[src/rtl/cc_threshold_comparator.sv]
// Multi-channel threshold comparator with hysteresis and persistence filtering.
// Optional macro CC_THRESHOLDCMP_SIGNED_EN selects two's-complement comparisons.
module cc_threshold_comparator #(
  parameter int NUMBER_DATAWIDTH = 8,
  parameter int NUMBER_CHANNELS  = 4,
  parameter int PERSIST_COUNT    = 3
) (
  input  logic                                        CC_THRESHOLDCMP_CLOCK_50,
  input  logic                                        CC_THRESHOLDCMP_RESET_InLow,
  input  logic                                        CC_THRESHOLDCMP_clear_In,
  input  logic                                        CC_THRESHOLDCMP_valid_In,
  input  logic [NUMBER_CHANNELS*NUMBER_DATAWIDTH-1:0] CC_THRESHOLDCMP_data_InBUS,
  input  logic [NUMBER_DATAWIDTH-1:0]                 CC_THRESHOLDCMP_thrHigh_InBUS,
  input  logic [NUMBER_DATAWIDTH-1:0]                 CC_THRESHOLDCMP_thrLow_InBUS,
  output logic [NUMBER_CHANNELS-1:0]                  CC_THRESHOLDCMP_flag_OutBUS,
  output logic [NUMBER_CHANNELS-1:0]                  CC_THRESHOLDCMP_rise_OutBUS,
  output logic [NUMBER_CHANNELS-1:0]                  CC_THRESHOLDCMP_fall_OutBUS,
  output logic                                        CC_THRESHOLDCMP_valid_Out
);

  localparam int W  = NUMBER_DATAWIDTH;
  localparam int CW = $clog2(PERSIST_COUNT + 1);
  localparam logic [CW-1:0] LAST_CNT = CW'(PERSIST_COUNT - 1);
  localparam logic [CW-1:0] CNT_ONE  = CW'(1);

  // Strict greater-than in the selected number representation.
  function automatic logic is_above(input logic [W-1:0] a, input logic [W-1:0] b);
`ifdef CC_THRESHOLDCMP_SIGNED_EN
    return $signed(a) > $signed(b);
`else
    return a > b;
`endif
  endfunction

  // Strict less-than in the selected number representation.
  function automatic logic is_below(input logic [W-1:0] a, input logic [W-1:0] b);
`ifdef CC_THRESHOLDCMP_SIGNED_EN
    return $signed(a) < $signed(b);
`else
    return a < b;
`endif
  endfunction

  logic [W-1:0]               sample_s [NUMBER_CHANNELS];
  logic [NUMBER_CHANNELS-1:0] qual_s;
  logic [NUMBER_CHANNELS-1:0] state_r;
  logic [NUMBER_CHANNELS-1:0] rise_r;
  logic [NUMBER_CHANNELS-1:0] fall_r;
  logic [CW-1:0]              cnt_r [NUMBER_CHANNELS];
  logic                       valid_r;

  for (genvar g = 0; g < NUMBER_CHANNELS; g++) begin : g_slice
    assign sample_s[g] = CC_THRESHOLDCMP_data_InBUS[g*W +: W];
  end

  // Each state only looks at its own exit condition; equality never qualifies.
  always_comb begin
    qual_s = '0;
    for (int i = 0; i < NUMBER_CHANNELS; i++) begin
      if (state_r[i]) begin
        qual_s[i] = CC_THRESHOLDCMP_valid_In && is_below(sample_s[i], CC_THRESHOLDCMP_thrLow_InBUS);
      end else begin
        qual_s[i] = CC_THRESHOLDCMP_valid_In && is_above(sample_s[i], CC_THRESHOLDCMP_thrHigh_InBUS);
      end
    end
  end

  // Per-channel LOW/HIGH state, persistence counters and edge pulses.
  always_ff @(posedge CC_THRESHOLDCMP_CLOCK_50) begin
    if (!CC_THRESHOLDCMP_RESET_InLow) begin
      state_r <= '0;
      rise_r  <= '0;
      fall_r  <= '0;
      valid_r <= 1'b0;
      for (int i = 0; i < NUMBER_CHANNELS; i++) begin
        cnt_r[i] <= '0;
      end
    end else begin
      valid_r <= CC_THRESHOLDCMP_valid_In;
      rise_r  <= '0;
      fall_r  <= '0;
      if (CC_THRESHOLDCMP_clear_In) begin
        // Clear drops everything silently, including any coincident sample.
        state_r <= '0;
        for (int i = 0; i < NUMBER_CHANNELS; i++) begin
          cnt_r[i] <= '0;
        end
      end else if (CC_THRESHOLDCMP_valid_In) begin
        for (int i = 0; i < NUMBER_CHANNELS; i++) begin
          if (qual_s[i]) begin
            if (cnt_r[i] == LAST_CNT) begin
              state_r[i] <= ~state_r[i];
              cnt_r[i]   <= '0;
              if (state_r[i]) begin
                fall_r[i] <= 1'b1;
              end else begin
                rise_r[i] <= 1'b1;
              end
            end else begin
              cnt_r[i] <= cnt_r[i] + CNT_ONE;
            end
          end else begin
            cnt_r[i] <= '0;
          end
        end
      end else begin
        // Gaps hold state and counters so a run can span them.
        state_r <= state_r;
      end
    end
  end

  assign CC_THRESHOLDCMP_flag_OutBUS = state_r;
  assign CC_THRESHOLDCMP_rise_OutBUS = rise_r;
  assign CC_THRESHOLDCMP_fall_OutBUS = fall_r;
  assign CC_THRESHOLDCMP_valid_Out   = valid_r;

endmodule

[config.mk]
export PLATFORM = sky130hd
export DESIGN_NAME = cc_threshold_comparator
export DESIGN_NICKNAME = d
export VERILOG_FILES = /design/src/rtl/cc_threshold_comparator.sv
export SDC_FILE = /design/constraint.sdc
export NUM_CORES = 1
export LEC_CHECK = 0
export BUFFER_PORTS_ARGS = -buffer_cell sky130_fd_sc_hd__buf_4
export CAP_MARGIN = 10
export CORE_MARGIN = 3
export CORE_UTILIZATION = 45
export CTS_CLUSTER_SIZE = 30
export DETAILED_ROUTE_END_ITERATION = 8
export GPL_TIMING_DRIVEN = 0
export PLACE_DENSITY = 0.71
export SYNTH_ARGS = -nofsm -noshare
export SYNTH_HDL_FRONTEND = slang
export SYNTH_SLANG_ARGS = --single-unit
[constraint.sdc]
create_clock -name CC_THRESHOLDCMP_CLOCK_50 -period 3.8 [get_ports CC_THRESHOLDCMP_CLOCK_50]
set_input_delay 0.95 -clock CC_THRESHOLDCMP_CLOCK_50 [delete_from_list [all_inputs] [get_ports CC_THRESHOLDCMP_CLOCK_50]]
set_output_delay 0.95 -clock CC_THRESHOLDCMP_CLOCK_50 [all_outputs]
set_load 0.03 [all_outputs]
==> summary.md <==
| Metric | Value |
|---|---|
| Core outline area | approximately 4500 µm² |
| Routed wire length | between 5000 and 6000 µm |
| Fraction of power spent switching nets | 0.3067 |
| Async set-reset flop share out of synthesis | 0 |
| Final HPWL DP | between 4000 and 5000 µm |
| Required @ worst endpoint | a little under 4000 ps |
| Number of ports placed on the die boundary | 65 |
| Number of buffers inserted by post-CTS setup repair | 0 |
| Distinct cell type count of the synthesized netlist | 29 |
| Total of max-cap violations | 0 |
| Final-report max-slew violation count | 0 |
| DRC errors left | 0 |
| Type of destination of the critical path | flop |
| Total grt overflow | 0 |
| Total vias in the final route | approximately 2.0k |
| Synth warn | 0 |
| Number of clock sinks seen by CTS | 21 |
| Initial standard-cell utilization of the core | 0.4837 |
| Path category of the worst min-delay check | flop to flop |
| Final total power | 0.5962 mW |
| Register clock-pin slew on the reported worst setup and hold paths | approximately 70 ps |
| Biggest cell delay along the critical path | 300 ps |
| Quantity of hold-fixing buffers added after cts | 0 |
| Number of I/O port buffers | 64 |
| Switching power summed over all nets | 0.1829 mW |
| Clock latency of the later-clocked register in the worst-skew pair | ~250 ps |
| Synthesized Nets | between 300 and 400 |
| Wire length of the first global-routing pass | about 8500 µm |
| Slew margin rel. | 0.6677 |
| Via-to-Cell Ratio | between 5 and 6 |
| Status | complete, no violations |
| Setup_tns | 0 ps |
| Amount of wire on met3 after detailed routing | roughly 310 µm |
| P_int | around 0.41 mW |
| Setup violation total in the final timing report | 0 |
| Number of diodes | 0 |
| Number of nets with antenna violations after detailed routing | 0 |
| Achievable Freq | a little over 0.4 GHz |
| Detail-routed net length per standard cell | approximately 14 µm |
| Finished Layout Cells | a little under 400 |
| Via count of the first global-routing pass | 1824 |
| Fraction of the cycle the final worst path needs | 0.6480 |
| Number of design-rule violations left by the first detailed-router iteration | between 50 and 60 |
| Count of flip-flops with a built-in enable after synthesis | 6 |
| CTS root buf | sky130_fd_sc_hd__clkbuf_8 |
| Die Area | 5748 µm² |
| Maximum level of the CTS H-tree | 1 |
| Total buffers and inverters traversed by the critical path | 2 |
| Proportion of layout cells with a drive suffix above 1 | 0.2198 |
| Placed Instances | 384 |
| Number of cells upsized or downsized after cts | 0 |
| Register share of total power | 0.398 |
| Area growth from synthesis to final layout | 27.67% |
| Maximum number of pins on one net before global-route repair | 12 |
| Length of the first detailed-routing pass in iterations | 4 |
| WL met1 | approximately 2700 µm |
| Crit path kind | primary input to flop |
| Static power due to leakage | 1.372 nW |
| Layout Skew | between 1 and 1.5 ps |
| FF-to-FF setup slack | between 2000 and 2500 ps |
| Setup repair after global routing missed its margin | no |
| Clock Path Buffers | 2 |
| Critical path launch point type | primary input |
| Height of the die | 75.82 µm |
| Standard cell with the maximum stage delay on the critical path | sky130_fd_sc_hd__a21oi_1 |
| Hold violation count in the final report | 0 |
| Delay-heaviest family, CP | compound AO/OA/AOI/OAI gates |
| Total power divided by cell area | 212.9 nW/µm² |
| Pin slew with the least headroom to its limit | around 500 ps |
| CTS tree | yes |
| Max IR drop VDD | about 160 µV |
| Total global routing track utilization | 0.1959 |
| Post-Synthesis Cells | around 260 |
| Highest metal layer used by the detailed router | met4 |
| Flip-flop and latch count after synthesis | 21 |
| Average size of a mapped cell | ~8.6 µm² |
| Clock power share | 0.233 |
| Time the final worst path needs with I/O delays and setup | 2462 ps |
| Most used flip-flop cell after synthesis | sky130_fd_sc_hd__dfxtp_1 |
| Count of nets after finishing | between 400 and 500 |
| Crit path cell chain | buf_4 > inv_1 > ha_1 > a211oi_1 > o21ai_0 > a21oi_1 > a211oi_1 > nor4_1 |
| End-of-flow core utilization | 0.6176 |
| Num CTS Buffers | 3 |
| Most frequent cell on the critical path | sky130_fd_sc_hd__a211oi_1 |
| Sum of met2 wire segment lengths after detailed routing | 2419 µm |
| Arrival time of the worst setup path | around 2500 ps |
| Count of standard-cell rows | 24 |
| Number of antenna violations at the first check in global routing | 0 |
| Seq/Total Area, Yosys | 0.2191 |
| Combined area of all synthesized cells | 2193 µm² |
| Max Fanout on Critical Path | 4 |
| Comb power frac | 0.369 |
| Chip Width | between 70 and 80 µm |
| Final weighted congestion in routability-driven placement | 0.9286 |
==> per-stage QoR <==
stage / setup slack [ps] / cell area [µm²] / hold slack (ps)
after CTS: 1336 / 2800 / 467.2
after floorplan: 1501 / 2193 / 423.9
after detailed placement: 1066 / 2755 / 450.2
after global placement: 1099 / 2755 / 437.7
final: 1338 / 2800 / 461.4
after global routing: 1207 / 2800 / 492.4
==> cells in the final DEF, fill, tap and decap left out, types with 6 or more instances in the layout <==
cell                       instances
sky130_fd_sc_hd__ha_1             64
sky130_fd_sc_hd__buf_4            64
sky130_fd_sc_hd__inv_1            25
sky130_fd_sc_hd__nand2_1          23
sky130_fd_sc_hd__nor2_1           19
sky130_fd_sc_hd__a21oi_1          19
sky130_fd_sc_hd__dfxtp_1          15
sky130_fd_sc_hd__a211oi_1         12
sky130_fd_sc_hd__nor2b_1          10
sky130_fd_sc_hd__o21ai_0          10
sky130_fd_sc_hd__nand4_1           7
sky130_fd_sc_hd__nor4_1            6
sky130_fd_sc_hd__edfxtp_1          6
==> flip-flops by register name (all words and copies together), names as in the netlist <==
| register | flops |
|---|---|
| CC_THRESHOLDCMP_flag_OutBUS | 4 |
| cnt_r | 8 |
| CC_THRESHOLDCMP_fall_OutBUS | 4 |
| CC_THRESHOLDCMP_valid_Out | 1 |
| CC_THRESHOLDCMP_rise_OutBUS | 4 |
==> path summary, 6_finish.rpt <==
check,startpoint,cells past startpoint,to
worst min-delay path,cnt_r[0][1],2,cnt_r[0][1]
worst max register to register,CC_THRESHOLDCMP_flag_OutBUS[3],4,cnt_r[3][0]
worst max-delay path,CC_THRESHOLDCMP_thrLow_InBUS[2],8,cnt_r[1][1]
worst min register to register,cnt_r[0][1],2,cnt_r[0][1]
==> power groups by stage <==
stage / clock network (mW) / registers [mW] / logic (mW)
2_1_floorplan: 0 / 0.244 / 0.129
3_3_place_gp: 0 / 0.242 / 0.215
3_5_place_dp: 0 / 0.242 / 0.219
4_1_cts: 0.144 / 0.237 / 0.221
5_1_grt: 0.156 / 0.238 / 0.253
6_report: 0.139 / 0.237 / 0.220
==> synthesized netlist by cell type, types with 3 or more instances <==
cell | number | area, µm²
sky130_fd_sc_hd__nor2_1 | 19 | 71.32
sky130_fd_sc_hd__and3_1 | 4 | 25.02
sky130_fd_sc_hd__a21oi_1 | 19 | 95.09
sky130_fd_sc_hd__o21ai_0 | 10 | 50.05
sky130_fd_sc_hd__o22ai_1 | 3 | 18.77
sky130_fd_sc_hd__inv_1 | 25 | 93.84
sky130_fd_sc_hd__nand3_1 | 4 | 20.02
sky130_fd_sc_hd__nand2_1 | 23 | 86.33
sky130_fd_sc_hd__edfxtp_1 | 6 | 180.2
sky130_fd_sc_hd__nor2b_1 | 10 | 62.56
sky130_fd_sc_hd__or3b_1 | 3 | 26.28
sky130_fd_sc_hd__nor4_1 | 6 | 37.54
sky130_fd_sc_hd__dfxtp_1 | 15 | 300.3
sky130_fd_sc_hd__a21o_1 | 3 | 22.52
sky130_fd_sc_hd__nand4_1 | 7 | 43.79
sky130_fd_sc_hd__o211ai_1 | 4 | 30.03
sky130_fd_sc_hd__nor3_1 | 3 | 15.01
sky130_fd_sc_hd__a21oi_2 | 3 | 26.28
sky130_fd_sc_hd__a211oi_1 | 12 | 90.09
sky130_fd_sc_hd__ha_1 | 64 | 800.8
==> tightest hold or removal path: cells and delay by family, from the launching register on <==
family / cells / cell delay, ps
flops: 1 / 330
simple gates: 1 / 50
compound gates: 1 / 50
==> cells by family (layout without fill, tap and decap cells) <==
logic type | count (synthesis) | count (layout) | synth area share
adder cells (fa/ha/maj) | 64 | 64 | 0.3651
AO/OA/AOI/OAI | 59 | 59 | 0.1706
AND/OR/NAND/NOR | 86 | 86 | 0.2025
buffers and inverters | 25 | 93 | 0.04278
flip-flops | 21 | 21 | 0.2191
==> routing by layer <==
metal,GRT usage,vias up
met3,0.03562,2
met1,0.2851,876
met2,0.3108,58
met4,0.02136,0
met5,0,-
li1,-,1094
==> final cells by class <==
type	count	area, µm²
inverters	25	93.84
multi-input cells	209	1619
fillers	412	1734
repair buffers	64	480.5
flip-flops and latches	21	480.5
clock buffers	4	45.04
well taps	65	81.33
No activity file was read; power rests on OpenSTA's default activity.
